<file path="src/rtl/controller_pkg.sv">
// Shared types and encodings for the multi-cycle RV32I main control unit.
package controller_pkg;

    localparam logic [6:0] R_TYPE = 7'b0110011;
    localparam logic [6:0] I_TYPE = 7'b0010011;
    localparam logic [6:0] LW     = 7'b0000011;
    localparam logic [6:0] SW     = 7'b0100011;
    localparam logic [6:0] BR     = 7'b1100011;
    localparam logic [6:0] JAL    = 7'b1101111;

    typedef enum logic [3:0] {
        S_START  = 4'd0,
        S_FETCH  = 4'd1,
        S_DECODE = 4'd2,
        S_MEMADR = 4'd3,
        S_MEMRD  = 4'd4,
        S_MEMWB  = 4'd5,
        S_MEMWR  = 4'd6,
        S_EXECR  = 4'd7,
        S_EXECI  = 4'd8,
        S_ALUWB  = 4'd9,
        S_BEQ    = 4'd10,
        S_JAL    = 4'd11,
        S_FAULT  = 4'd12
    } state_t;

    typedef enum logic [1:0] {SRCA_PC = 2'b00, SRCA_OLDPC = 2'b01, SRCA_RS1 = 2'b10} alu_src_a_t;
    typedef enum logic [1:0] {SRCB_RS2 = 2'b00, SRCB_IMM = 2'b01, SRCB_FOUR = 2'b10} alu_src_b_t;
    typedef enum logic [1:0] {ALUOP_ADD = 2'b00, ALUOP_BRANCH = 2'b01, ALUOP_FUNCT = 2'b10} alu_op_t;
    typedef enum logic [1:0] {RES_ALUOUT = 2'b00, RES_MEMDATA = 2'b01, RES_ALURESULT = 2'b10} result_src_t;

    localparam logic [1:0] FC_NONE    = 2'b00;
    localparam logic [1:0] FC_TIMEOUT = 2'b01;
    localparam logic [1:0] FC_ILLEGAL = 2'b10;

    typedef struct packed {
        logic        pc_write;
        logic        ir_write;
        logic        adr_src;
        alu_src_a_t  alu_src_a;
        alu_src_b_t  alu_src_b;
        alu_op_t     alu_op;
        result_src_t result_src;
        logic        reg_write;
        logic        mem_read;
        logic        mem_write;
        logic        branch;
    } ctrl_t;

    function automatic logic is_mem_request(input state_t s);
        return (s == S_FETCH) || (s == S_MEMRD) || (s == S_MEMWR);
    endfunction

endpackage

</file>
<file path="src/rtl/multicycle_controller_if.sv">
// Control bus between the instruction register / memory and the multi-cycle datapath.
interface multicycle_controller_if;
    logic [6:0] Opcode;
    logic       mem_ready;
    logic       PCWrite;
    logic       IRWrite;
    logic       AdrSrc;
    logic [1:0] ALUSrcA;
    logic [1:0] ALUSrcB;
    logic [1:0] ALUOp;
    logic [1:0] ResultSrc;
    logic       RegWrite;
    logic       MemRead;
    logic       MemWrite;
    logic       Branch;
    logic       fault;
    logic [1:0] fault_code;
    logic [3:0] state;

    modport master (
        input  Opcode, mem_ready,
        output PCWrite, IRWrite, AdrSrc, ALUSrcA, ALUSrcB, ALUOp, ResultSrc,
               RegWrite, MemRead, MemWrite, Branch, fault, fault_code, state
    );

    modport slave (
        output Opcode, mem_ready,
        input  PCWrite, IRWrite, AdrSrc, ALUSrcA, ALUSrcB, ALUOp, ResultSrc,
               RegWrite, MemRead, MemWrite, Branch, fault, fault_code, state
    );
endinterface

</file>
<file path="src/rtl/mem_wait_timer.sv">
// Counts consecutive unanswered memory request cycles; expire flags the last allowed one.
module mem_wait_timer #(
    parameter int MEM_TIMEOUT = 15
) (
    input  logic clk,
    input  logic rst_n,
    input  logic clear,
    input  logic waiting,
    output logic expire
);
    localparam int CW = (MEM_TIMEOUT > 0) ? $clog2(MEM_TIMEOUT + 1) : 1;

    logic [CW-1:0] r_count;

    // NOTE: sequential state uses non-blocking assignments so every register samples pre-edge values.
    always_ff @(posedge clk or negedge rst_n) begin
        if (!rst_n) begin
            r_count <= '0;
        end else if (clear) begin
            r_count <= '0;
        end else if (waiting) begin
            r_count <= r_count + CW'(1);
        end
    end

    // A zero timeout disables the fault path entirely.
    assign expire = (MEM_TIMEOUT != 0) && waiting && (r_count == CW'(MEM_TIMEOUT - 1));

endmodule

</file>
<file path="src/rtl/multicycle_controller.sv">
// Multi-cycle main control FSM: state register, next-state logic and output decode.
module multicycle_controller
    import controller_pkg::*;
#(
    parameter int MEM_TIMEOUT  = 15,
    parameter bit ILLEGAL_TRAP = 1'b1
) (
    input logic                     clk,
    input logic                     rst_n,
    multicycle_controller_if.master bus
);
    state_t     r_state;
    state_t     w_next_state;
    logic [1:0] r_fault_code;
    logic [1:0] w_fault_code;
    ctrl_t      w_ctrl;
    logic       w_waiting;
    logic       w_clear;
    logic       w_expire;

    assign w_waiting = is_mem_request(r_state) && !bus.mem_ready;
    assign w_clear   = (w_next_state != r_state);

    mem_wait_timer #(.MEM_TIMEOUT(MEM_TIMEOUT)) u_timer (
        .clk     (clk),
        .rst_n   (rst_n),
        .clear   (w_clear),
        .waiting (w_waiting),
        .expire  (w_expire)
    );

    always_ff @(posedge clk or negedge rst_n) begin
        if (!rst_n) begin
            r_state      <= S_START;
            r_fault_code <= FC_NONE;
        end else begin
            r_state      <= w_next_state;
            r_fault_code <= w_fault_code;
        end
    end

    // NOTE: every output of this block gets a default first, so no path can infer a latch.
    always_comb begin
        w_next_state = r_state;
        w_fault_code = r_fault_code;
        w_ctrl       = '0;

        case (r_state)
            S_START: w_next_state = S_FETCH;

            S_FETCH: begin
                w_ctrl.mem_read   = 1'b1;
                w_ctrl.alu_src_b  = SRCB_FOUR;
                w_ctrl.result_src = RES_ALURESULT;
                w_ctrl.ir_write   = bus.mem_ready;
                w_ctrl.pc_write   = bus.mem_ready;
                if (bus.mem_ready) begin
                    w_next_state = S_DECODE;
                end else if (w_expire) begin
                    w_next_state = S_FAULT;
                    w_fault_code = FC_TIMEOUT;
                end
            end

            S_DECODE: begin
                w_ctrl.alu_src_a = SRCA_OLDPC;
                w_ctrl.alu_src_b = SRCB_IMM;
                case (bus.Opcode)
                    LW, SW: w_next_state = S_MEMADR;
                    R_TYPE: w_next_state = S_EXECR;
                    I_TYPE: w_next_state = S_EXECI;
                    BR:     w_next_state = S_BEQ;
                    JAL:    w_next_state = S_JAL;
                    default: begin
                        if (ILLEGAL_TRAP) begin
                            w_next_state = S_FAULT;
                            w_fault_code = FC_ILLEGAL;
                        end else begin
                            w_next_state = S_FETCH;
                        end
                    end
                endcase
            end

            S_MEMADR: begin
                w_ctrl.alu_src_a = SRCA_RS1;
                w_ctrl.alu_src_b = SRCB_IMM;
                w_next_state     = (bus.Opcode == SW) ? S_MEMWR : S_MEMRD;
            end

            S_MEMRD, S_MEMWR: begin
                w_ctrl.adr_src   = 1'b1;
                w_ctrl.mem_read  = (r_state == S_MEMRD);
                w_ctrl.mem_write = (r_state == S_MEMWR);
                if (bus.mem_ready) begin
                    w_next_state = (r_state == S_MEMRD) ? S_MEMWB : S_FETCH;
                end else if (w_expire) begin
                    w_next_state = S_FAULT;
                    w_fault_code = FC_TIMEOUT;
                end
            end

            S_MEMWB: begin
                w_ctrl.result_src = RES_MEMDATA;
                w_ctrl.reg_write  = 1'b1;
                w_next_state      = S_FETCH;
            end

            S_EXECR, S_EXECI: begin
                w_ctrl.alu_src_a = SRCA_RS1;
                w_ctrl.alu_src_b = (r_state == S_EXECI) ? SRCB_IMM : SRCB_RS2;
                w_ctrl.alu_op    = ALUOP_FUNCT;
                w_next_state     = S_ALUWB;
            end

            S_ALUWB: begin
                w_ctrl.reg_write = 1'b1;
                w_next_state     = S_FETCH;
            end

            S_BEQ: begin
                w_ctrl.alu_src_a = SRCA_RS1;
                w_ctrl.alu_op    = ALUOP_BRANCH;
                w_ctrl.branch    = 1'b1;
                w_next_state     = S_FETCH;
            end

            // Link value OldPC+4 is computed here and written back in ALUWB.
            S_JAL: begin
                w_ctrl.alu_src_a = SRCA_OLDPC;
                w_ctrl.alu_src_b = SRCB_FOUR;
                w_ctrl.pc_write  = 1'b1;
                w_next_state     = S_ALUWB;
            end

            S_FAULT: w_next_state = S_FAULT;

            default: w_next_state = S_START;
        endcase
    end

    assign bus.PCWrite    = w_ctrl.pc_write;
    assign bus.IRWrite    = w_ctrl.ir_write;
    assign bus.AdrSrc     = w_ctrl.adr_src;
    assign bus.ALUSrcA    = w_ctrl.alu_src_a;
    assign bus.ALUSrcB    = w_ctrl.alu_src_b;
    assign bus.ALUOp      = w_ctrl.alu_op;
    assign bus.ResultSrc  = w_ctrl.result_src;
    assign bus.RegWrite   = w_ctrl.reg_write;
    assign bus.MemRead    = w_ctrl.mem_read;
    assign bus.MemWrite   = w_ctrl.mem_write;
    assign bus.Branch     = w_ctrl.branch;
    assign bus.fault      = (r_state == S_FAULT);
    assign bus.fault_code = r_fault_code;
    assign bus.state      = r_state;

endmodule

</file>
<file path="src/flat_wrapper.sv">
// flat-port wrapper written by rule: the top's interface ports become plain ports
module multicycle_controller_flat import controller_pkg::*;
#(
    parameter int MEM_TIMEOUT  = 15,
    parameter bit ILLEGAL_TRAP = 1'b1
)
  (clk, rst_n, bus_Opcode, bus_mem_ready, bus_PCWrite, bus_IRWrite, bus_AdrSrc, bus_ALUSrcA, bus_ALUSrcB, bus_ALUOp, bus_ResultSrc, bus_RegWrite, bus_MemRead, bus_MemWrite, bus_Branch, bus_fault, bus_fault_code, bus_state);
  multicycle_controller_if bus_i ();
  input logic clk;
  input logic rst_n;
  input wire logic [$bits(bus_i.Opcode)-1:0] bus_Opcode;
  input wire logic [$bits(bus_i.mem_ready)-1:0] bus_mem_ready;
  output wire logic [$bits(bus_i.PCWrite)-1:0] bus_PCWrite;
  output wire logic [$bits(bus_i.IRWrite)-1:0] bus_IRWrite;
  output wire logic [$bits(bus_i.AdrSrc)-1:0] bus_AdrSrc;
  output wire logic [$bits(bus_i.ALUSrcA)-1:0] bus_ALUSrcA;
  output wire logic [$bits(bus_i.ALUSrcB)-1:0] bus_ALUSrcB;
  output wire logic [$bits(bus_i.ALUOp)-1:0] bus_ALUOp;
  output wire logic [$bits(bus_i.ResultSrc)-1:0] bus_ResultSrc;
  output wire logic [$bits(bus_i.RegWrite)-1:0] bus_RegWrite;
  output wire logic [$bits(bus_i.MemRead)-1:0] bus_MemRead;
  output wire logic [$bits(bus_i.MemWrite)-1:0] bus_MemWrite;
  output wire logic [$bits(bus_i.Branch)-1:0] bus_Branch;
  output wire logic [$bits(bus_i.fault)-1:0] bus_fault;
  output wire logic [$bits(bus_i.fault_code)-1:0] bus_fault_code;
  output wire logic [$bits(bus_i.state)-1:0] bus_state;
  assign bus_i.Opcode = bus_Opcode;
  assign bus_i.mem_ready = bus_mem_ready;
  assign bus_PCWrite = bus_i.PCWrite;
  assign bus_IRWrite = bus_i.IRWrite;
  assign bus_AdrSrc = bus_i.AdrSrc;
  assign bus_ALUSrcA = bus_i.ALUSrcA;
  assign bus_ALUSrcB = bus_i.ALUSrcB;
  assign bus_ALUOp = bus_i.ALUOp;
  assign bus_ResultSrc = bus_i.ResultSrc;
  assign bus_RegWrite = bus_i.RegWrite;
  assign bus_MemRead = bus_i.MemRead;
  assign bus_MemWrite = bus_i.MemWrite;
  assign bus_Branch = bus_i.Branch;
  assign bus_fault = bus_i.fault;
  assign bus_fault_code = bus_i.fault_code;
  assign bus_state = bus_i.state;
  multicycle_controller #(.MEM_TIMEOUT(MEM_TIMEOUT), .ILLEGAL_TRAP(ILLEGAL_TRAP)) u_core (.clk(clk), .rst_n(rst_n), .bus(bus_i));
endmodule
</file>
<file path="config.mk">
export PLATFORM = sky130hd
export DESIGN_NAME = multicycle_controller_flat
export DESIGN_NICKNAME = d
export VERILOG_FILES = /design/src/rtl/controller_pkg.sv /design/src/rtl/multicycle_controller_if.sv /design/src/rtl/mem_wait_timer.sv /design/src/rtl/multicycle_controller.sv /design/src/flat_wrapper.sv
export SDC_FILE = /design/constraint.sdc
export NUM_CORES = 1
export LEC_CHECK = 0
export ABC_AREA = 1
export CORE_MARGIN = 2
export CORE_UTILIZATION = 40
export DETAILED_ROUTE_END_ITERATION = 6
export PLACE_DENSITY = 0.8
export SLEW_MARGIN = 20
export SYNTH_ARGS = -nofsm -noshare
export SYNTH_HDL_FRONTEND = slang
export SYNTH_SLANG_ARGS = --single-unit
export TNS_END_PERCENT = 5
</file>
<file path="constraint.sdc">
create_clock -name clk -period 1.5 [get_ports clk]
set_input_delay 0.15 -clock clk [delete_from_list [all_inputs] [get_ports clk]]
set_output_delay 0.15 -clock clk [all_outputs]
set_load 0.02 [all_outputs]
</file>
# [After elaboration in Yosys (flattened, before gate mapping)]
# Index checks and enable logic that the tools add are counted.
[classes] add_sub_neg=1 eq_ne=23 muxes=25 n_reduce_logical=21
[op_table] op="case mux 4 bit (7 select lines)" count=1
[op_table] op="equality test 4 bit (second input constant)" count=6
[op_table] op="two-way mux 4 bit" count=5
[op_table] op="case mux 4 bit (5 select lines)" count=1
[op_table] op="equality test 4 x 3 -> 1 bit (second input constant)" count=4
[op_table] op="case mux 2 bit (2 select lines)" count=4
[op_table] op="equality test 7 x 6 -> 1 bit (second input constant)" count=2
[op_table] op="equality test 7 bit (second input constant)" count=2
[op_table] op="OR reduction 2 bit" count=7
[op_table] op="equality test 4 x 2 -> 1 bit (second input constant)" count=2
[op_table] op="two-way mux 2 bit" count=4
[op_table] op="OR reduction 4 bit" count=2
[op_table] op="equality test 7 x 2 -> 1 bit (second input constant)" count=1
[op_table] op="equality test 7 x 5 -> 1 bit (second input constant)" count=1
[op_table] op="two-way mux 1 bit" count=6
[op_table] op="case mux 2 bit (3 select lines)" count=1
[op_table] op="OR reduction 3 bit" count=2
[op_table] op="OR reduction 6 bit" count=1
[op_table] op="adder 4 x 1 -> 4 bit (second input constant)" count=1
[op_table] op="equality test 4 x 1 -> 1 bit (second input constant)" count=1
[op_table] op="logical NOT 4 bit" count=1
[op_table] op="inequality test 2 bit (second input constant)" count=2
[op_table] op="inequality test 4 bit" count=1
[op_table] op="case mux 1 bit (2 select lines)" count=2
[op_table] op="other kinds (7)" count=10
[word_totals] register_bits=10 in_bits=10 wordCells=73

# [Depth between registers and ports, before layout]
# Gate-level depths: netlist of run 1.
[depth] ltp_word=10 ltp_mapped=13 depth_no_buf=13

# [Cells and area by module]
# From an unflattened synthesis of run 1, not the netlist that was laid out.
[hier_totals] hier_cells=156 area_unflattened_um2=997.2
[modules_own_cells] module="multicycle_controller" n_inst=1 cells_per_inst=129 area_per_inst_um2=775.7
[modules_own_cells] module="mem_wait_timer" n_inst=1 cells_per_inst=27 area_per_inst_um2=221.5

# [Least setup slack after synthesis of run 1]
# No wires, ideal clock.
[synth_timing] kind="reg-to-reg" start="register u_core.r_state[0] (netlist: u_core.bus.state[0])" end="register u_core.u_timer.r_count[0]" setup_time_ns=0.071 t_arrival_ns=1.712 required_time_ns=1.429 setup_slack_ns=-0.283 stages_incl_launch_ff=12 path_buffers=0 synth_period_minus_slack_ns=1.783 path_cell_list="dfrtp_1 -> inv_2 -> nand2_1 -> nor2_1 -> nand3_1 -> nand2_1 -> nor2_1 -> nand2_2 -> o21ai_1 -> nor2_2 -> nand2_2 -> nor2_1"
[synth_via] elab_chain_len=10
[synth_lines] item="start: declaration" line_no="multicycle_controller.sv:12" rtl="state_t r_state;"
[synth_lines] item="start signal: assignment" line_no="multicycle_controller.sv:37" rtl="r_state <= w_next_state;"
[synth_lines] item="equality test 4 x 1 -> 1 bit / equality test 4 x 3 -> 1 bit (equally long branches)" line_no="controller_pkg.sv:51, multicycle_controller.sv:48"
[synth_lines] item="logical OR 1 bit (2 in a row)" line_no="controller_pkg.sv:51" rtl="return (s == S_FETCH) || (s == S_MEMRD) || (s == S_MEMWR);"
[synth_lines] item="logical AND 1 bit" line_no="multicycle_controller.sv:21" rtl="assign w_waiting = is_mem_request(r_state) && !bus.mem_ready;"
[synth_lines] item="logical AND 1 bit" line_no="mem_wait_timer.sv:27" rtl="assign expire = (MEM_TIMEOUT != 0) && waiting && (r_count == CW'(MEM_TIMEOUT - 1));"
[synth_lines] item="two-way mux 4 bit" line_no="multicycle_controller.sv:59, multicycle_controller.sv:97"
[synth_lines] item="two-way mux 4 bit, on equally long branches" line_no="multicycle_controller.sv:95, multicycle_controller.sv:57"
[synth_lines] item="case mux 4 bit (7 select lines) (*)" line_no="multicycle_controller.sv:48" rtl="case (r_state)"
[synth_lines] item="net u_core.w_next_state[1]" line_no="multicycle_controller.sv:13" rtl="state_t w_next_state;"
[synth_lines] item="inequality test 4 bit (*)" line_no="multicycle_controller.sv:22" rtl="assign w_clear = (w_next_state != r_state);"
[synth_lines] item="two-way mux 4 bit / nonzero test 2 bit (equally long branches)"
[synth_lines] item="end signal: assignment" line_no="mem_wait_timer.sv:22" rtl="r_count <= r_count + CW'(1);"
[synth_lines] item="end: declaration" line_no="mem_wait_timer.sv:13" rtl="logic [CW-1:0] r_count;"
# The timed path passes the listed nets; every way through them passes the cells marked *.
# A chain may end at the register's enable or synchronous reset.

# [Worst setup path in the final report of run 1]
[layout_timing] start="register u_core.r_state[2] (netlist: u_core.bus.state[2])" end="register u_core.u_timer.r_count[0]"
[layout_via] elab_chain_len=10
[layout_lines] item="equality test 4 x 1 -> 1 bit / equality test 4 x 3 -> 1 bit (equally long branches)" line_no="controller_pkg.sv:51, multicycle_controller.sv:48, multicycle_controller.sv:96"
[layout_lines] item="logical OR 1 bit (2 in a row)" line_no="controller_pkg.sv:51"
[layout_lines] item="logical AND 1 bit" line_no="multicycle_controller.sv:21"
[layout_lines] item="logical AND 1 bit" line_no="mem_wait_timer.sv:27"
[layout_lines] item="two-way mux 4 bit" line_no="multicycle_controller.sv:59, multicycle_controller.sv:97"
[layout_lines] item="two-way mux 4 bit, on equally long branches" line_no="multicycle_controller.sv:95, multicycle_controller.sv:57"
[layout_lines] item="case mux 4 bit (7 select lines)" line_no="multicycle_controller.sv:48"
[layout_lines] item="inequality test 4 bit" line_no="multicycle_controller.sv:22"
[layout_lines] item="two-way mux 4 bit / nonzero test 2 bit (equally long branches)"
# Parallel ways exist; a longest one is shown, timed or not.

==> results of run 1 <==
## logic make-up (layout without fill, tap and decap cells)
| family | after synthesis | in the layout | share of synthesized area |
|---|---|---|---|
| xor+xnor | 3 | 3 | 0.02831 |
| buf+inv | 26 | 101 | 0.1132 |
| compound gates | 11 | 11 | 0.06604 |
| flops | 10 | 10 | 0.2695 |
| fa+ha+maj | 2 | 2 | 0.02695 |
| mux | 1 | 1 | 0.01213 |
| simple gates | 101 | 101 | 0.4838 |
## state kept, by name, indices dropped and copies added, names as in the netlist
signal	count
u_core.bus.state	4
u_core.u_timer.r_count	4
u_core.bus.fault_code	2
## path summary, 6_finish.rpt
path | end | slack (ps) | depth (start not counted)
setup / recovery | u_core.u_timer.r_count[0] | -370 | 12
hold / removal | u_core.bus.state[1] | 200 | 1
setup reg to reg | u_core.u_timer.r_count[0] | -370 | 12
hold reg to reg | u_core.bus.fault_code[0] | 490 | 2
max in group asynchronous | u_core.bus.state[2] | 930 | 1
min in group clk | u_core.bus.fault_code[0] | 490 | 2
## through the flow
step,hold WS (ps),total power [uW],utilization,setup WS (ps)
after global placement,455.5,2587,0.6985,-239.9
after floorplan,-145.6,1590,-,-87.35
after detailed placement,468.1,2650,0.6985,-353.5
after global routing,222.0,3574,0.7817,-402.7
after CTS,219.6,2993,0.7274,-168.9
final,198.0,3391,0.7817,-367.5
## layer usage
layer	part of all wire	vias to the layer above	GRT usage	wire length (um)
li1	-	629	-	-
met1	0.36	623	0.3137	1489
met2	0.49	104	0.5021	1996
met3	0.084	31	0.03714	344
met4	0.065	0	0.1496	267
met5	0	-	0	0
## final cells by class
| cell class | count | area (um^2) |
|---|---|---|
| clock buffers | 4 | 36.28 |
| well taps | 28 | 35.03 |
| multi-input cells | 118 | 716.9 |
| inverters | 25 | 103.9 |
| repair buffers | 72 | 581.8 |
| fillers | 152 | 483.0 |
| flip-flops and latches | 10 | 255.2 |
## cell usage in the layout (no fill, tap or decap), types with 4 or more instances in the layout
cell type	Yosys	routed
nor2_4	1	7
nand2_1	44	38
buf_2	0	5
dfrtp_2	0	4
nand2_2	6	10
clkdlybuf4s50_1	0	12
nor2_1	25	15
inv_1	20	19
nand3_1	15	12
inv_4	0	4
nor2_2	7	11
dfrtp_1	10	6
buf_4	0	47
buf_6	1	5
## power by group
part           switching, uW  total [uW]  internal [uW]
Sequential               111         468            357
Clock                    113         261            148
Combinational           1480        2660           1180
## timing repair
item,CTS,global route
resized for setup,86,30
setup endpoints to repair,28,22
pin swaps,3,17
setup buffers,3,5
==> metrics.md, run 1 <==
| Metric | Value |
|---|---|
| Status | finished, violations left |
| Failing checks | negative setup slack |
| CP max stage delay | ~450 ps |
| Worst EP required | ~1700 ps |
| Post-synth cell types | 21 |
| Gr usage total | 0.2781 |
| Final routed DRC violation total | 0 |
| RSZ-0062 raised after global routing | true |
| Die Area | between 0.002 and 0.003 mm^2 |
| Final Routed Wirelength | a little over 4000 um |
| Net count reported at finish | between 200 and 250 |
| Yosys top cell area share | 0.2695 |
| Area contributors post-synth | dfrtp_1 27%, nand2_1 18%, nor2_1 10%, inv_1 8.1%, nand3_1 8.1% |
| Inst Count DP | ~250 |
| Antenna Cells | 0 |
| Most common cell in the netlist | nand2_1 |
| Post-synth EDFFs | 0 |
| Worst R2R Start | u_core.bus.state[2] |
| Clock Skew | about 6.8 ps |
| Final Setup Violations | 20 |
| Worst-path cell chain | nor2_4, inv_4, buf_6, nor2_4, nand2_2, nand2_2, o21ai_2, nand2_1, nand2_1, nor2_2, nand2_2, nor2_1 |
| Synth Cell Area | approximately 930 um^2 |
| H-tree depth | 1 |
| Worst setup startpoint | u_core.bus.state[2] |
| Worst Setup Start Kind | flop |
| Synth-to-Final Area Change | 86.25% |
| Vias in the first global route | between 1,000 and 1,500 |
| Fmax | 535.5 MHz |
| Worst Path Buf+Inv | 2 |
| Least-Margin Pin Slew | 501.6 ps |
| Final worst setup slack | -367.5 ps |
| Initial core utilization | 0.4197 |
| Fin area | approximately 0.0017 mm^2 |
| Main flop type after synthesis | dfrtp_1 |
| Num rows | 17 |
| Vias | 1,387 |
| Slew Viols, Final | 0 |
| Sequential share of the synthesized area | 0.2695 |
| Root buf cell | clkbuf_4 |
| Crit end category | flop |
| Wire per inst | between 15 and 20 um |
| Max-cap violations | 0 |
| YS warnings | 0 |
| Vias/cell | roughly 5.4 |
| IO Port Bufs | 31 |
| Gpl congestion | around 0.9 |
| Share of flip-flops with an asynchronous set or reset | 1.000 |
| # IOs | 32 |
| Core area | about 0.0022 mm^2 |
| CTS buffer count | 3 |
| TritonCTS clock tree | done |
| Clock transition at path regs | 80 ps |
| Most instantiated cells after synthesis | 44 x nand2_1, 25 x nor2_1, 20 x inv_1 |
| Largest net degree at the start of global routing | 11 |
| TritonRoute pass-1 iters | 5 |
| Maximum clock insertion buffer count | 2 |
| Share of cells above drive strength 1 | 0.4803 |
| Fin crit period | ~1900 ps |
| # hold bufs at CTS | 0 |
| Die X-Extent | between 50 and 60 um |
| Final instance count without filler cells | 257 |
| First-pass GRT wire length | between 5000 and 6000 um |
| Most frequent CP cell | nand2_2 |
| Later-pin clock latency in the skew report | approximately 280 ps |
| Cell taking the most area after synthesis | dfrtp_1 |
| Syn_nets | between 150 and 200 |
| DRT iter0 DRCs | 77 |
| Peak supply drop | 1.271 mV |
| Critical path data arrival time | between 2000 and 2500 ps |
| Dpl cell area | between 0.0015 and 0.002 mm^2 |
| PD cells | around 2000 mW/mm^2 |
| Post-Syn Instances | ~150 |
| Leakage | ~0.00094 uW |
| Worst rel slew slack | 0.6645 |
| Syn Area/Cell | roughly 6 um^2 |
| TNS Setup | -2790 ps |
| Synthesis-stage register bit count | 10 |
| Crit-path leading delay family | simple AND/OR/NAND/NOR gates |
| WS Path Type | reg2reg |
| Die span in y | between 50 and 60 um |
| Worst Hold Class | in2async |
| Final hold vios | 0 |
| Initial antenna violation count | 0 |
| Tcrit/Tclk final | 1.245 |
| CP max stage cell | dfrtp_2 |
| Dpl hpwl | between 2000 and 2500 um |
| Post-DRT Antenna Nets | 0 |
| Crit path max fanout | 6 |
| CTS Sinks | 10 |
| Gr ovfl total | 0 |
(Power assumes the default switching activity.)
==> inputs of run 2 (changes only) <==
==> constraint.sdc (replaced) <==
create_clock -name clk -period 1.5 [get_ports clk]
set_input_delay 0.15 -clock clk [delete_from_list [all_inputs] [get_ports clk]]
set_output_delay 0.15 -clock clk [all_outputs]
set_load 0.1 [all_outputs]
==> metrics.md, run 2 (synthesized netlist as in run 1, its figures left out) <==
| Metric | Value |
|---|---|
| Status | finished, violations left |
| Failing checks | negative setup slack |
| Worst rel slew slack | 0.6660 |
| Max-cap violations | 0 |
| Commonest non-fill, non-tap cell in the layout | buf_4 |
| Core area | 0.002212 mm^2 |
| Slew Viols, Final | 0 |
| DRT iter0 DRCs | around 120 |
| Initial core utilization | 0.4197 |
| First-pass GRT wire length | 7721 um |
| Vias/cell | between 6 and 7 |
| Maximum clock insertion buffer count | 2 |
| TritonCTS clock tree | done |
| IO Port Bufs | 31 |
| Setup WS pre-CTS | -473.4 ps |
| Fmax | 497.3 MHz |
| RSZ-0062 raised after global routing | true |
| Final hold vios | 0 |
| Die span in y | between 50 and 60 um |
| Crit path max fanout | 5 |
| Post-DRT Antenna Nets | 0 |
| Final Routed Wirelength | between 6000 and 7000 um |
| Worst Hold Class | in2async |
| # hold bufs at CTS | 0 |
| Vias | about 1,600 |
| Net count reported at finish | ~250 |
| TritonRoute pass-1 iters | 6 |
| Die Area | 0.002722 mm^2 |
| Largest net degree at the start of global routing | 11 |
| Final worst setup slack | -510.8 ps |
| Core Util, Final | 0.9542 |
| H-tree depth | 1 |
| CTS Sinks | 10 |
| Fin crit period | between 2000 and 2500 ps |
| Synth-to-Final Area Change | 127.4% |
| Gpl congestion | ~0.9 |
| Initial antenna violation count | 0 |
| Critical path data arrival time | 2220 ps |
| Clock transition at path regs | roughly 80 ps |
| Gr ovfl total | 0 |
| Least-Margin Pin Slew | ~500 ps |
| WS Path Type | reg2reg |
| TNS Setup | -7721 ps |
| Gr usage total | 0.4055 |
| Final routed DRC violation total | 0 |
| Share of cells above drive strength 1 | 0.5345 |
| Dpl hpwl | 3266 um |
| Clock Skew | 10.95 ps |
| Root buf cell | clkbuf_4 |
| Num rows | 17 |
| Worst Setup Start Kind | flop |
| Worst EP required | 1710 ps |
| Tcrit/Tclk final | 1.341 |
| Commonest cells after routing, fill and taps aside | 40 x buf_4, 34 x nand2_1, 22 x buf_12, 16 x inv_1, 16 x nor2_1 |
| Vias in the first global route | roughly 1,600 |
| Later-pin clock latency in the skew report | approximately 290 ps |
| Wire per inst | 23.65 um |
| Crit end category | flop |
| CTS buffer count | 3 |
| Final Setup Violations | 27 |
| Fin Hold WS | about 190 ps |
| # IOs | 32 |
| Antenna Cells | 0 |
| Die X-Extent | 52.18 um |
==> run 2: cell count changes in the layout (fill, tap and decap cells not counted), moves of 4 or more <==
cell / before / now
buf_12: 0 / 22
dfrtp_4: 0 / 4
buf_4: 47 / 40
nor2_2: 11 / 7
nand2_1: 38 / 34
buf_2: 5 / 0
dfrtp_2: 4 / 0
==> run 2: cell type report <==
cell class | count | area, um^2
clock buffers | 4 | 36.28
inverters | 25 | 108.9
fillers | 55 | 101.3
repair buffers | 75 | 875.8
multi-input cells | 118 | 789.5
flip-flops and latches | 10 | 265.3
well taps | 28 | 35.03
==> run 2: path summary, 6_finish.rpt <==
path,start,to,slack (ps),depth (start not counted)
min,rst_n,u_core.bus.state[3],190,1
max in group asynchronous,rst_n,u_core.bus.state[2],920,1
max,u_core.bus.state[3],u_core.u_timer.r_count[3],-510,11
min in group clk,u_core.bus.fault_code[1],u_core.bus.fault_code[1],570,2
max reg2reg,u_core.bus.state[3],u_core.u_timer.r_count[3],-510,11
min reg2reg,u_core.bus.fault_code[1],u_core.bus.fault_code[1],570,2
==> run 2: worst max-delay path, cell delays in order, from the launching register on <==
cell,delay [ps]
dfrtp_4,540
nor2_4,190
inv_4,90
nand2_1,120
a22oi_1,120
nor2_2,220
nand2_1,120
nand2_1,90
nand2_1,60
nor2_2,140
nand2_2,100
nor2_1,110
==> run 2: layer usage <==
layer,part of all wire,global-route usage,wire (um),up-vias
met2,0.46,0.7046,2816,167
li1,-,-,-,637
met4,0.12,0.2735,718,0
met1,0.32,0.4128,1994,746
met5,0,0,0,-
met3,0.10,0.1257,620,73
==> run 2: repair_timing <==
item | 4_1_cts | 5_1_grt
pin swaps | 5 | 4
hold endpoints to repair | 0 | 0
buffers inserted | 5 | 1
gates resized for setup | 24 | 12
endpoints found under the setup margin | 23 | 26
==> run 2: metrics by stage <==
step	instances	instance area, um^2
finish	260	2111
global route	260	2111
CTS	259	2057
detailed placement	250	1902
global placement	250	1902
floorplan	154	1062
Power of run 2 is not shown: default switching activity piles up to over one toggle a cycle in this logic, so the estimate is an artifact.
==> inputs of run 3 (changes only) <==
--- a/config.mk
+++ b/config.mk
@@ -7,9 +7,11 @@
 export LEC_CHECK = 0
 export ABC_AREA = 1
 export CORE_MARGIN = 2
-export CORE_UTILIZATION = 40
+export CORE_UTILIZATION = 30
 export DETAILED_ROUTE_END_ITERATION = 6
-export PLACE_DENSITY = 0.8
+export GPL_TIMING_DRIVEN = 1
+export HOLD_SLACK_MARGIN = 0.05
+export PLACE_DENSITY = 0.64
 export SLEW_MARGIN = 20
 export SYNTH_ARGS = -nofsm -noshare
 export SYNTH_HDL_FRONTEND = slang
==> metrics.md, run 3 (synthesized netlist as in run 1, its figures left out) <==
| Metric | Value |
|---|---|
| Synth-to-Final Area Change | 132.9% |
| Max-cap violations | 0 |
| Largest net degree at the start of global routing | 11 |
| Crit end category | output pin |
| Num rows | 20 |
| Vias/cell | ~4.8 |
| Wire per inst | 12.50 um |
| Gr ovfl total | 0 |
| Core Util, Final | 0.7200 |
| CP max stage cell | dfrtp_4 |
| WS Path Type | reg2out |
| Final hold vios | 0 |
| Vias in the first global route | ~1,300 |
| Die Area | 0.003556 mm^2 |
| Commonest cells after routing, fill and taps aside | 45 x buf_4, 34 x nand2_1, 22 x buf_12, 16 x inv_1, 13 x nand3_1 |
| Reg2Reg Setup Slack | -310 ps |
| Commonest non-fill, non-tap cell in the layout | buf_4 |
| Gpl congestion | between 0.8 and 0.9 |
| Net count reported at finish | 252 |
| Initial antenna violation count | 0 |
| Root buf cell | clkbuf_4 |
| Gr usage total | 0.2118 |
| CTS buffer count | 3 |
| # hold bufs at CTS | 0 |
| Dpl hpwl | approximately 2700 um |
| Later-pin clock latency in the skew report | about 270 ps |
| H-tree depth | 1 |
| Crit path max fanout | 4 |
| Die span in y | 59.63 um |
| Final worst setup slack | -342.8 ps |
| R2r worst-path depth | 14 |
| Final Routed Wirelength | between 3000 and 4000 um |
| DRT iter0 DRCs | 28 |
| Worst Setup Start Kind | flop |
| Core area | 0.003003 mm^2 |
| Least-Margin Pin Slew | around 490 ps |
| Status | finished, violations left |
| Worst R2R Start | u_core.bus.state[2] |
| Post-DRT Antenna Nets | 0 |
| Worst Hold Class | in2async |
| IO Port Bufs | 31 |
| Worst EP required | approximately 1400 ps |
| RSZ-0062 raised after global routing | true |
| Critical path data arrival time | around 1700 ps |
| Worst rel slew slack | 0.6743 |
| CTS Sinks | 10 |
| # IOs | 32 |
| Share of cells above drive strength 1 | 0.5649 |
| Antenna Cells | 0 |
| Tcrit/Tclk final | 1.229 |
| CP max stage delay | slightly above 500 ps |
| Initial core utilization | 0.3092 |
| Slew Viols, Final | 0 |
| Reg-to-Reg End | u_core.u_timer.r_count[2] |
| Final Setup Violations | 24 |
| Filler Cell Count | roughly 240 |
| Vias | about 1,300 |
| Fin crit period | 1843 ps |
| Worst-path cell chain | buf_6, nor2_4, nand2_4, buf_6, nor2_4, inv_2, nand2_8, buf_12 |
| Fmax | ~540 MHz |
| Clock transition at path regs | around 70 ps |
| TritonCTS clock tree | done |
| Final routed DRC violation total | 0 |
| Maximum clock insertion buffer count | 2 |
| Die X-Extent | between 50 and 60 um |
| Failing checks | negative setup slack |
| First-pass GRT wire length | about 5700 um |
| Fin Hold WS | approximately 200 ps |
| TritonRoute pass-1 iters | 4 |
| Clock Skew | between 10 and 15 ps |
| TNS Setup | -5221 ps |
-- run 3: metrics by stage --
| step | worst slack, ps | cell area [um^2] | cells |
|---|---|---|---|
| after global routing | -419.0 | 2162 | 272 |
| after detailed placement | -380.3 | 1953 | 261 |
| after CTS | -319.6 | 2096 | 271 |
| final | -342.8 | 2162 | 272 |
| after floorplan | -577.9 | 1062 | 154 |
| after global placement | -298.2 | 1953 | 261 |
-- run 3: worst max-delay path by stage --
stage	startpoint	to	cells after the start
after floorplan	u_core.bus.state[2]	u_core.u_timer.r_count[0]	10
after global placement	bus_Opcode[1]	u_core.u_timer.r_count[1]	11
after detailed placement	bus_Opcode[1]	u_core.u_timer.r_count[1]	11
after CTS	u_core.bus.state[2]	bus_PCWrite	8
after global routing	u_core.bus.state[2]	u_core.u_timer.r_count[2]	14
final	u_core.bus.state[2]	bus_PCWrite	8
-- run 3: cell type report --
cell class / count / area [um^2] / share of cell area
repair buffers: 82 / 935.9 / 0.4329
multi-input cells: 118 / 778.2 / 0.3600
flip-flops and latches: 10 / 265.3 / 0.1227
inverters: 25 / 105.1 / 0.04861
well taps: 33 / 41.29 / 0.01910
clock buffers: 4 / 36.28 / 0.01678
-- run 3: timing repair --
item	4_1_cts	5_1_grt
cloned	0	0
setup endpoints to repair	23	26
pin swaps	3	7
setup buffers	6	1
resized for setup	16	19
-- run 3: critical path: cells and delay by family (launching register included) --
kind / cells / cell delay [ps]
flip-flops: 1 / 510
AND/OR/NAND/NOR: 4 / 390
buffers and inverters: 4 / 500
-- run 3: layer usage --
metal  global-route usage  wire [um]  share of wire
met2               0.3878       1861           0.55
met3              0.04148        104          0.031
met4              0.04127         53          0.016
met1               0.2560       1381           0.41
met5                    0          0              0
Power of run 3 is left out for the same reason.
